==> config.mk <==
export PLATFORM = sky130hd
export DESIGN_NAME = uart_word_tx
export DESIGN_NICKNAME = d
export VERILOG_FILES = /design/src/rtl/uart_word_tx.sv
export SDC_FILE = /design/constraint.sdc
export NUM_CORES = 1
export LEC_CHECK = 0
export CORE_MARGIN = 2
export CORE_UTILIZATION = 45
export CTS_BUF_LIST = sky130_fd_sc_hd__clkbuf_16
export DETAILED_ROUTE_END_ITERATION = 7
export GPL_ROUTABILITY_DRIVEN = 0
export PLACE_DENSITY = 0.69
export SYNTH_ARGS = -nofsm -noshare
export SYNTH_HDL_FRONTEND = slang
export SYNTH_SLANG_ARGS = --single-unit
==> constraint.sdc <==
create_clock -name clk -period 5 [get_ports clk]
set_input_delay 0.75 -clock clk [delete_from_list [all_inputs] [get_ports clk]]
set_output_delay 0.75 -clock clk [all_outputs]
set_load 0.005 [all_outputs]
==> src/rtl/uart_word_tx.sv <==
// rtl/uart_word_tx.sv - 16-bit sample to two 8N1 UART bytes serializer
//
// Pops one word from a registered-read FIFO and sends it as two UART bytes,
// high byte first, LSB first within each byte.
// Ports:
//   clk         system clock
//   reset       synchronous active-low reset
//   tx_enable   level, permits starting a new word
//   fifo_empty  FIFO empty flag, sampled only in IDLE
//   fifo_rd_en  one-cycle read strobe per word
//   fifo_data   FIFO read data, valid the cycle after fifo_rd_en
//   tx          UART line, idle high
//   busy        high from REQ until the return to IDLE
//   word_done   one-cycle pulse after the second stop bit
//   words_sent  completed word count, wraps at 2^16
module uart_word_tx #(
  parameter int DATA_WIDTH   = 16,
  parameter int CLKS_PER_BIT = 234
) (
  input  logic                  clk,
  input  logic                  reset,
  input  logic                  tx_enable,
  input  logic                  fifo_empty,
  output logic                  fifo_rd_en,
  input  logic [DATA_WIDTH-1:0] fifo_data,
  output logic                  tx,
  output logic                  busy,
  output logic                  word_done,
  output logic [15:0]           words_sent
);

  localparam int BW = (CLKS_PER_BIT > 1) ? $clog2(CLKS_PER_BIT) : 1;
  localparam logic [BW-1:0] BAUD_LAST = BW'(CLKS_PER_BIT - 1);

  typedef enum logic [2:0] {IDLE, REQ, LATCH, START, DATA, STOP} state_t;

  state_t                state;
  logic [BW-1:0]         baud_cnt;
  logic [2:0]            bit_cnt;
  logic                  byte_sel;
  logic [DATA_WIDTH-1:0] shreg;
  logic [7:0]            cur_byte;

  // byte_sel is already settled whenever a START or DATA bit is being set up
  assign cur_byte = byte_sel ? shreg[7:0] : shreg[15:8];

  always_ff @(posedge clk) begin
    if (!reset) begin
      state      <= IDLE;
      tx         <= 1'b1;
      fifo_rd_en <= 1'b0;
      busy       <= 1'b0;
      word_done  <= 1'b0;
      words_sent <= '0;
      bit_cnt    <= '0;
      baud_cnt   <= '0;
      byte_sel   <= 1'b0;
      shreg      <= '0;
    end else begin
      fifo_rd_en <= 1'b0;
      word_done  <= 1'b0;
      case (state)
        IDLE: begin
          tx       <= 1'b1;
          busy     <= 1'b0;
          baud_cnt <= '0;
          if (tx_enable && !fifo_empty) begin
            state      <= REQ;
            fifo_rd_en <= 1'b1;
            busy       <= 1'b1;
          end
        end
        REQ: begin
          state <= LATCH;
        end
        LATCH: begin
          // read data arrives this cycle; the start bit goes out next edge
          shreg    <= fifo_data;
          byte_sel <= 1'b0;
          bit_cnt  <= '0;
          baud_cnt <= '0;
          tx       <= 1'b0;
          state    <= START;
        end
        START: begin
          if (baud_cnt == BAUD_LAST) begin
            baud_cnt <= '0;
            bit_cnt  <= '0;
            tx       <= cur_byte[0];
            state    <= DATA;
          end else begin
            baud_cnt <= baud_cnt + 1'b1;
          end
        end
        DATA: begin
          if (baud_cnt == BAUD_LAST) begin
            baud_cnt <= '0;
            if (bit_cnt == 3'd7) begin
              tx    <= 1'b1;
              state <= STOP;
            end else begin
              bit_cnt <= bit_cnt + 3'd1;
              tx      <= cur_byte[bit_cnt + 3'd1];
            end
          end else begin
            baud_cnt <= baud_cnt + 1'b1;
          end
        end
        STOP: begin
          if (baud_cnt == BAUD_LAST) begin
            baud_cnt <= '0;
            if (!byte_sel) begin
              byte_sel <= 1'b1;
              tx       <= 1'b0;
              state    <= START;
            end else begin
              word_done  <= 1'b1;
              words_sent <= words_sent + 16'd1;
              busy       <= 1'b0;
              state      <= IDLE;
            end
          end else begin
            baud_cnt <= baud_cnt + 1'b1;
          end
        end
        default: state <= IDLE;
      endcase
    end
  end

endmodule

[Yosys cells after proc, flatten, opt, wreduce, memory -nomap -nowiden]
Index checks and enable logic that the tools add are counted.
Widths: inputs -> output; s select.
Cells by class
  $add $sub $neg: 3
  magnitude comparators: 1
  eq/ne operators: 15
  multiplexer cells: 29
  reductions and logical operators: 18
Operators by type and width (count)
  $mux 3: 8
  $pmux 3 s6: 1
  $add 16x1->16 const B: 1
  $mux 8: 2
  $ne 2x2->1 const B: 8
  $pmux 8 s2: 1
  $mux 1: 11
  $reduce_and 5->1: 2
  $eq 3x3->1 const B: 3
  $pmux 3 s3: 1
  $reduce_and 3->1: 3
  $add 8x1->8 const B: 1
  $eq 8x8->1 const B: 1
  $eq 3x2->1 const B: 2
  $reduce_bool 2->1: 3
  $pmux 1 s5: 1
  $reduce_bool 5->1: 1
  $lt 3x4->1 const B: 1
  $pmux 1 s2: 2
  $reduce_and 2->1: 2
  $reduce_and 4->1: 1
  $add 3x1->3 const B: 1
  $bmux 1 s3: 1
  $eq 3x1->1 const B: 1
  other kinds (7): 7
Storage, ports and cells
  register bits after elaboration: 51
  output and inout port bits: 20

[Depth between registers and ports, before layout]
Gate-level depths: netlist (run 1).
  depth after elaboration: 6
  mapped depth: 8

[Worst setup path after synthesis (run 1)]
Ideal clock, no wire load.
  path type: register to register
  start: register baud_cnt[0]
  end: register words_sent[11]
  data arrival time: 1.937 ns
  required time: 4.872 ns
  slack: 2.936 ns
  stages on the path, launching flop included: 7
  path buffers: 0
  cell sequence: dfxtp_1 -> ha_1 -> nand4b_4 -> or4_4 -> or4_4 -> xor2_1 -> nor2_1
Between the ends
  word-level cells in the longest chain between the ends: 2
RTL lines
  from (decl): RTL line 38  | logic [BW-1:0] baud_cnt;
  from (signal assigned): RTL line 92  | baud_cnt <= baud_cnt + 1'b1;
  from (signal assigned): RTL line 106  | baud_cnt <= baud_cnt + 1'b1;
  from (signal assigned): RTL line 123  | baud_cnt <= baud_cnt + 1'b1;
  $eq 8x8->1: RTL line 110  | if (baud_cnt == BAUD_LAST) begin
  $reduce_and 3->1 (no source line)
  to (signal assigned): RTL line 118  | words_sent <= words_sent + 16'd1;
  to (decl): RTL line 29  | output logic [15:0] words_sent
No other way between the ends.
A chain may end at the register's enable or synchronous reset.

[Worst setup path in the final report (run 1)]
  start: register state[0]
  end: register words_sent[11]
Between the ends
  word-level cells in the longest chain between the ends: 2
RTL lines
  from (decl): RTL line 37  | state_t state;
  from (signal assigned): RTL line 49  | state <= IDLE;
  from (signal assigned): RTL line 68  | state <= REQ;
  from (signal assigned): RTL line 74  | state <= LATCH;
  $eq 3x3->1: RTL line 62  | case (state)
  $reduce_and 3->1 (no source line)
No other way between the ends.

==> run metrics, run 1 <==
CTS root buf clkbuf_16; DR DRC count 0; hold endpoint shreg[10]; Post-CTS Setup Repair Bufs 0; nets@finish 350; GR Overflow Total 0; largest cells by area after synthesis dfxtp_1 (41%), nand2_1 (6.8%), a21oi_1 (6.5%), nor2_1 (3.8%), mux2_2 (2.7%); number of CTS-inserted buffers 5; CTS Buffer Depth 2; Resized Gates After CTS 0; fmax 0.417 GHz; Mean Syn Cell Area 8.46 sq um; Total Routing Usage GR 18.8%; pin count of the biggest net entering global routing 47; Synth Warn # 0; Crit Reg-Reg Startpoint state[0]; final wirelength 5.39 mm; Crit Path Max Fanout 19; worst-skew pair later-pin latency 290 ps; Worst IR Drop VDD 0.000138 V; top cells by count, synth dfxtp_1 (51), nand2_1 (45), a21oi_1 (32), nor2_1 (25); outcome finished clean; Core Util, Final 56.3%; hold buffers post-CTS 0; Fillers 535; Final min period 2400 ps; Data required, critical path 5150 ps; Seq cells post-synth 51; Cell Area, Synth 2480 sq um; number of setup violations in the final report 0; initial antenna violation count 0; Static Leak 1.10 nW; kind of critical path reg -> reg; hpwl dp 3.66 mm; Max transition margin 20.7%; Distinct cells, synth 50; Via Count 2136; maxcap violations 0; vias in the first global route 2019; hold path depth 2; Horiz. Die Dim 78.2 um; Hold Fails Final Rpt 0; FFs w/ async S/R, synth 0%; PwrDens 297 nW/um^2; Top FF cell, synth dfxtp_1; syn nets 318; area of the multi-input gates 1380 sq um; Storage cell area 1020 sq um; die footprint 6120 sq um; Clock Pin Slew Worst Setup and Hold Paths 60 ps; drt first pass iters 4; area delta synth->final 22.8%; Hold WC Path Type reg -> reg; Core ar. 5410 sq um; first-pass GRT wire length 9.27 mm; Clock Skew 3.92 ps; Startpoint Class flip-flop; Worst Tran Pin Value 1190 ps; Setup TNS 0 ps; CP endpoint kind flip-flop; layout cell share with drive strength beyond 1 7.06%; CTS tree done; H-tree Lvls 2; Die Ht 78.2 um; Syn Inst Count 293; vias per cell 5.37; clock sinks 51; initial core utilization 45.9%; Slew Limit Fails 0; register area share after synthesis 41.2%; R2R setup slack 2600 ps; antenna viol nets, final 0; Port Buffers 39; RSZ-0062 raised after global routing no; reg2reg end words_sent[11]; drt wl/cell 13.5 um; count leader, synth dfxtp_1; worst-case reg-to-reg path depth 5; WP data arrival 2550 ps; min-delay src shreg[10]; Final Cycle Share 48.0%; EDFF count, synth 0; num rows 27; I/O pin cnt 40; Synth top area share 41.2%; Iter 0 DRT Violations 152; Yosys top cell by area dfxtp_1; n_diodes 0
## logic make-up after synthesis
logic type	Yosys count	synth area share [%]
AOI/OAI and AO/OA	67	15.9
buffers and inverters	21	3.33
muxes	10	5.35
DFF	51	41.2
and+or+nand+nor	128	27.8
adders and majority gates	5	2.52
xor gates and xnor gates	11	3.88
## area by class of cell
cell class                 instances  share of cell area, %
multi-input combinational        221                   45.2
clock inverter                     3                  0.493
clock buffer                       5                   4.11
timing repair buffer              39                   12.8
inverter                           7                  0.863
tap                               72                   2.96
sequential                        51                   33.5
## flip-flops by register name, indices dropped and copies added (netlist names)
signal	flops
baud_cnt	8
bit_cnt	3
busy	1
byte_sel	1
fifo_rd_en	1
shreg	16
state	3
tx	1
word_done	1
words_sent	16
## worst max-delay path: stages, from the launching register on
cell and delay [ps]:
dfxtp_1 660, nand4b_1 340, or4_4 530, or4_4 550
xor2_1 140, nor2_1 50
## placed cells by master, fill, tap and decap left out, types with 2 or more instances in the layout
cell / netlist / layout
clkdlybuf4s50_1: 0 / 39
nand2_1: 45 / 45
o211ai_1: 2 / 2
clkbuf_16: 0 / 5
nand4_1: 3 / 3
xnor2_1: 5 / 5
nand3b_1: 4 / 4
a21oi_1: 32 / 32
nor2b_1: 3 / 3
xor2_1: 6 / 6
nand3_1: 8 / 8
nor4_1: 2 / 2
ha_1: 5 / 5
and3_1: 4 / 4
dfxtp_1: 51 / 51
mux2i_1: 2 / 2
nor2_1: 25 / 25
and4_1: 3 / 3
nand2b_1: 3 / 3
nor3b_1: 6 / 6
a22oi_1: 2 / 2
o21bai_1: 2 / 2
o21ai_0: 13 / 13
or4_4: 2 / 2
clkinv_1: 0 / 2
or3_1: 2 / 2
nor3_1: 9 / 9
or2_2: 2 / 2
inv_1: 6 / 6
mux2_2: 6 / 6
o22ai_1: 5 / 5
mux4_2: 2 / 2
## per-stage QoR
step	instance area (sq um)	power (mW)	setup slack, ps	hold WS (ps)	std cells
after floorplan	2480	0.545	2940	433	293
after global placement	2900	0.582	2710	439	390
after detailed placement	2900	0.585	2650	447	390
after CTS	3040	0.913	2640	456	398
after global routing	3040	0.952	2470	473	398
final	3040	0.904	2600	458	398
## power breakdown
group,switching (mW),internal (mW)
logic,0.0672,0.0571
registers,0.0248,0.428
clock network,0.145,0.182
total,0.237,0.667
## worst max-delay path by stage
stage	from	slack (ps)	endpoint	cells after the start
floorplan	baud_cnt[0]	2940	words_sent[11]	6
global placement	state[0]	2710	words_sent[11]	5
detailed placement	state[0]	2650	words_sent[11]	5
CTS	state[0]	2640	words_sent[11]	5
global route	state[2]	2470	state[2]	5
finish	state[0]	2600	words_sent[11]	5
## routing by layer
metal / track usage, % / vias up / routed length (um) / part of all wire, %
met4: 7.54 / 0 / 114 / 2.1
met2: 29.7 / 44 / 2480 / 46
met5: 0 / - / 0 / 0
met1: 25.0 / 981 / 2560 / 48
met3: 4.37 / 10 / 229 / 4.3
li1: - / 1101 / - / -
Power figures use the tool's default switching activity.
==> run 2: changes to the inputs <==
==> constraint.sdc (replaced) <==
create_clock -name clk -period 2.5 [get_ports clk]
set_input_delay 0.375 -clock clk [delete_from_list [all_inputs] [get_ports clk]]
set_output_delay 0.375 -clock clk [all_outputs]
set_load 0.005 [all_outputs]
==> run metrics, run 2 (synthesized netlist as in run 1, its figures left out) <==
Placed Area 2980 sq um; worst-path cell chain ha_1 -> nand4b_4 -> or4_4 -> or4_4 -> xor2_1 -> nor2_1; commonest non-fill, non-tap cell in the layout dfxtp_1; delay-heaviest family, CP simple AND/OR/NAND/NOR gates; Crit Reg-Reg Startpoint baud_cnt[0]; Worst IR Drop VDD 0.000405 V; worst-skew pair later-pin latency 290 ps; Via Count 2237; outcome finished clean; number of setup violations in the final report 0; n_diodes 0; hpwl dp 3.77 mm; DP Cell Count 398; min-delay src shreg[6]; WP data arrival 2350 ps; initial core utilization 45.9%; Final min period 2160 ps; CTS Buffer Depth 2; GR Overflow Total 0; Startpoint Class flip-flop; Slew Limit Fails 0; layout cell share with drive strength beyond 1 9.58%; M1 WL 2.62 mm; commonest non-fill, non-tap cells in the layout dfxtp_1 (51), nand2_1 (45), clkdlybuf4s50_1 (39); fmax 0.462 GHz; kind of critical path reg -> reg; Hold Fails Final Rpt 0; final worst setup slack 336 ps; worst-case reg-to-reg path depth 6; antenna viol nets, final 0; hold buffers post-CTS 0; Total Routing Usage GR 18.9%; Horiz. Die Dim 78.2 um; DR WL met2 2.54 mm; Port Buffers 39; final instance area 3120 sq um; Top Registers shreg (16), words_sent (16), baud_cnt (8); Final Cycle Share 86.6%; number of CTS-inserted buffers 5; Final Non-Filler Cells 406; first-pass GRT wire length 9.35 mm; CTS tree done; R2R setup slack 340 ps; maxcap violations 0; PwrDens 594 nW/um^2; Iter 0 DRT Violations 174; vias per cell 5.51; initial antenna violation count 0; slowest cell on the critical path or4_4; Max transition margin 32.5%; final wirelength 5.52 mm; DR WL met3 239 um; Die Ht 78.2 um; DR DRC count 0; Hold WC Path Type reg -> reg; I/O pin cnt 40; hold path depth 2; num rows 27; RSZ-0062 raised after global routing no; CTS root buf clkbuf_16; most common cell type on the critical path or4_4; Worst Tran Pin Value 1010 ps; drt wl/cell 13.6 um; pin count of the biggest net entering global routing 47; area delta synth->final 25.9%; Data required, critical path 2680 ps; CP bufs+invs 0; Static Leak 1.15 nW; Crit Path Max Fanout 7; hold endpoint shreg[6]; H-tree Lvls 2; drt first pass iters 4; highest routed layer met4; nets@finish 358; CP endpoint kind flip-flop; Core ar. 5410 sq um; Clock Pin Slew Worst Setup and Hold Paths 70 ps; clock sinks 51; reg2reg end words_sent[11]; Clock Skew 2.85 ps; die footprint 6120 sq um; Setup TNS 0 ps; pre-CTS setup slack 346 ps; Resized Gates After CTS 0; CP max stage delay 550 ps; Post-CTS Setup Repair Bufs 0; vias in the first global route 2033
## run 2: changes by cell type in the layout (fill, tap and decap cells not counted)
| cell | before | now |
|---|---|---|
| buf_4 | 0 | 7 |
| buf_12 | 0 | 1 |
| clkinv_1 | 2 | 1 |
| clkinv_4 | 0 | 1 |
## run 2: worst max path at each step
stage | slack [ps] | endpoint | from | depth (start not counted)
2_1_floorplan | 440 | words_sent[11] | baud_cnt[0] | 6
3_3_place_gp | 380 | words_sent[11] | baud_cnt[0] | 6
3_5_place_dp | 350 | words_sent[11] | baud_cnt[0] | 6
4_1_cts | 330 | words_sent[11] | baud_cnt[0] | 6
5_1_grt | 230 | words_sent[11] | baud_cnt[0] | 6
6_report | 340 | words_sent[11] | baud_cnt[0] | 6
## run 2: through the flow
stage | hold slack (ps) | utilization, % | power (mW)
6_report | 458 | 57.8 | 1.85
5_1_grt | 479 | 57.8 | 1.93
3_3_place_gp | 444 | 55.1 | 1.18
3_5_place_dp | 447 | 55.1 | 1.19
2_1_floorplan | 433 | - | 1.09
4_1_cts | 456 | 57.8 | 1.86
## run 2: tightest hold or removal path, delay by kind of cell, from the launching register on
family | cells | cell delay [ps]
AND/OR/NAND/NOR | 1 | 50
flip-flops | 1 | 310
AO/OA/AOI/OAI | 1 | 50
## run 2: layer usage
metal | vias up | GRT usage, %
li1 | 1124 | -
met1 | 1042 | 24.8
met2 | 59 | 30.9
met3 | 12 | 3.10
met4 | 0 | 8.25
met5 | - | 0
## run 2: final cells by class
class | instances | area (sq um)
multi-input combinational | 221 | 1380
inverter | 7 | 26.3
sequential | 51 | 1020
clock buffer | 5 | 125
tap | 72 | 90.1
clock inverter | 3 | 20.0
fill | 490 | 2280
timing repair buffer | 47 | 463
## run 2: power by group
group | internal, mW | total (mW) | leakage (nW) | switching, mW
Combinational | 0.130 | 0.291 | 0.666 | 0.161
Clock | 0.370 | 0.683 | 0.0674 | 0.314
Sequential | 0.855 | 0.880 | 0.412 | 0.0252
Total | 1.35 | 1.85 | 1.15 | 0.500
==> run 3: changes to the inputs <==
--- a/config.mk
+++ b/config.mk
@@ -9,8 +9,8 @@
 export CORE_UTILIZATION = 45
 export CTS_BUF_LIST = sky130_fd_sc_hd__clkbuf_16
 export DETAILED_ROUTE_END_ITERATION = 7
-export GPL_ROUTABILITY_DRIVEN = 0
 export PLACE_DENSITY = 0.69
+export SLEW_MARGIN = 20
 export SYNTH_ARGS = -nofsm -noshare
 export SYNTH_HDL_FRONTEND = slang
 export SYNTH_SLANG_ARGS = --single-unit
==> results of run 3 <==
Same layout as run 2: the final DEF is identical, and so are final timing and power.
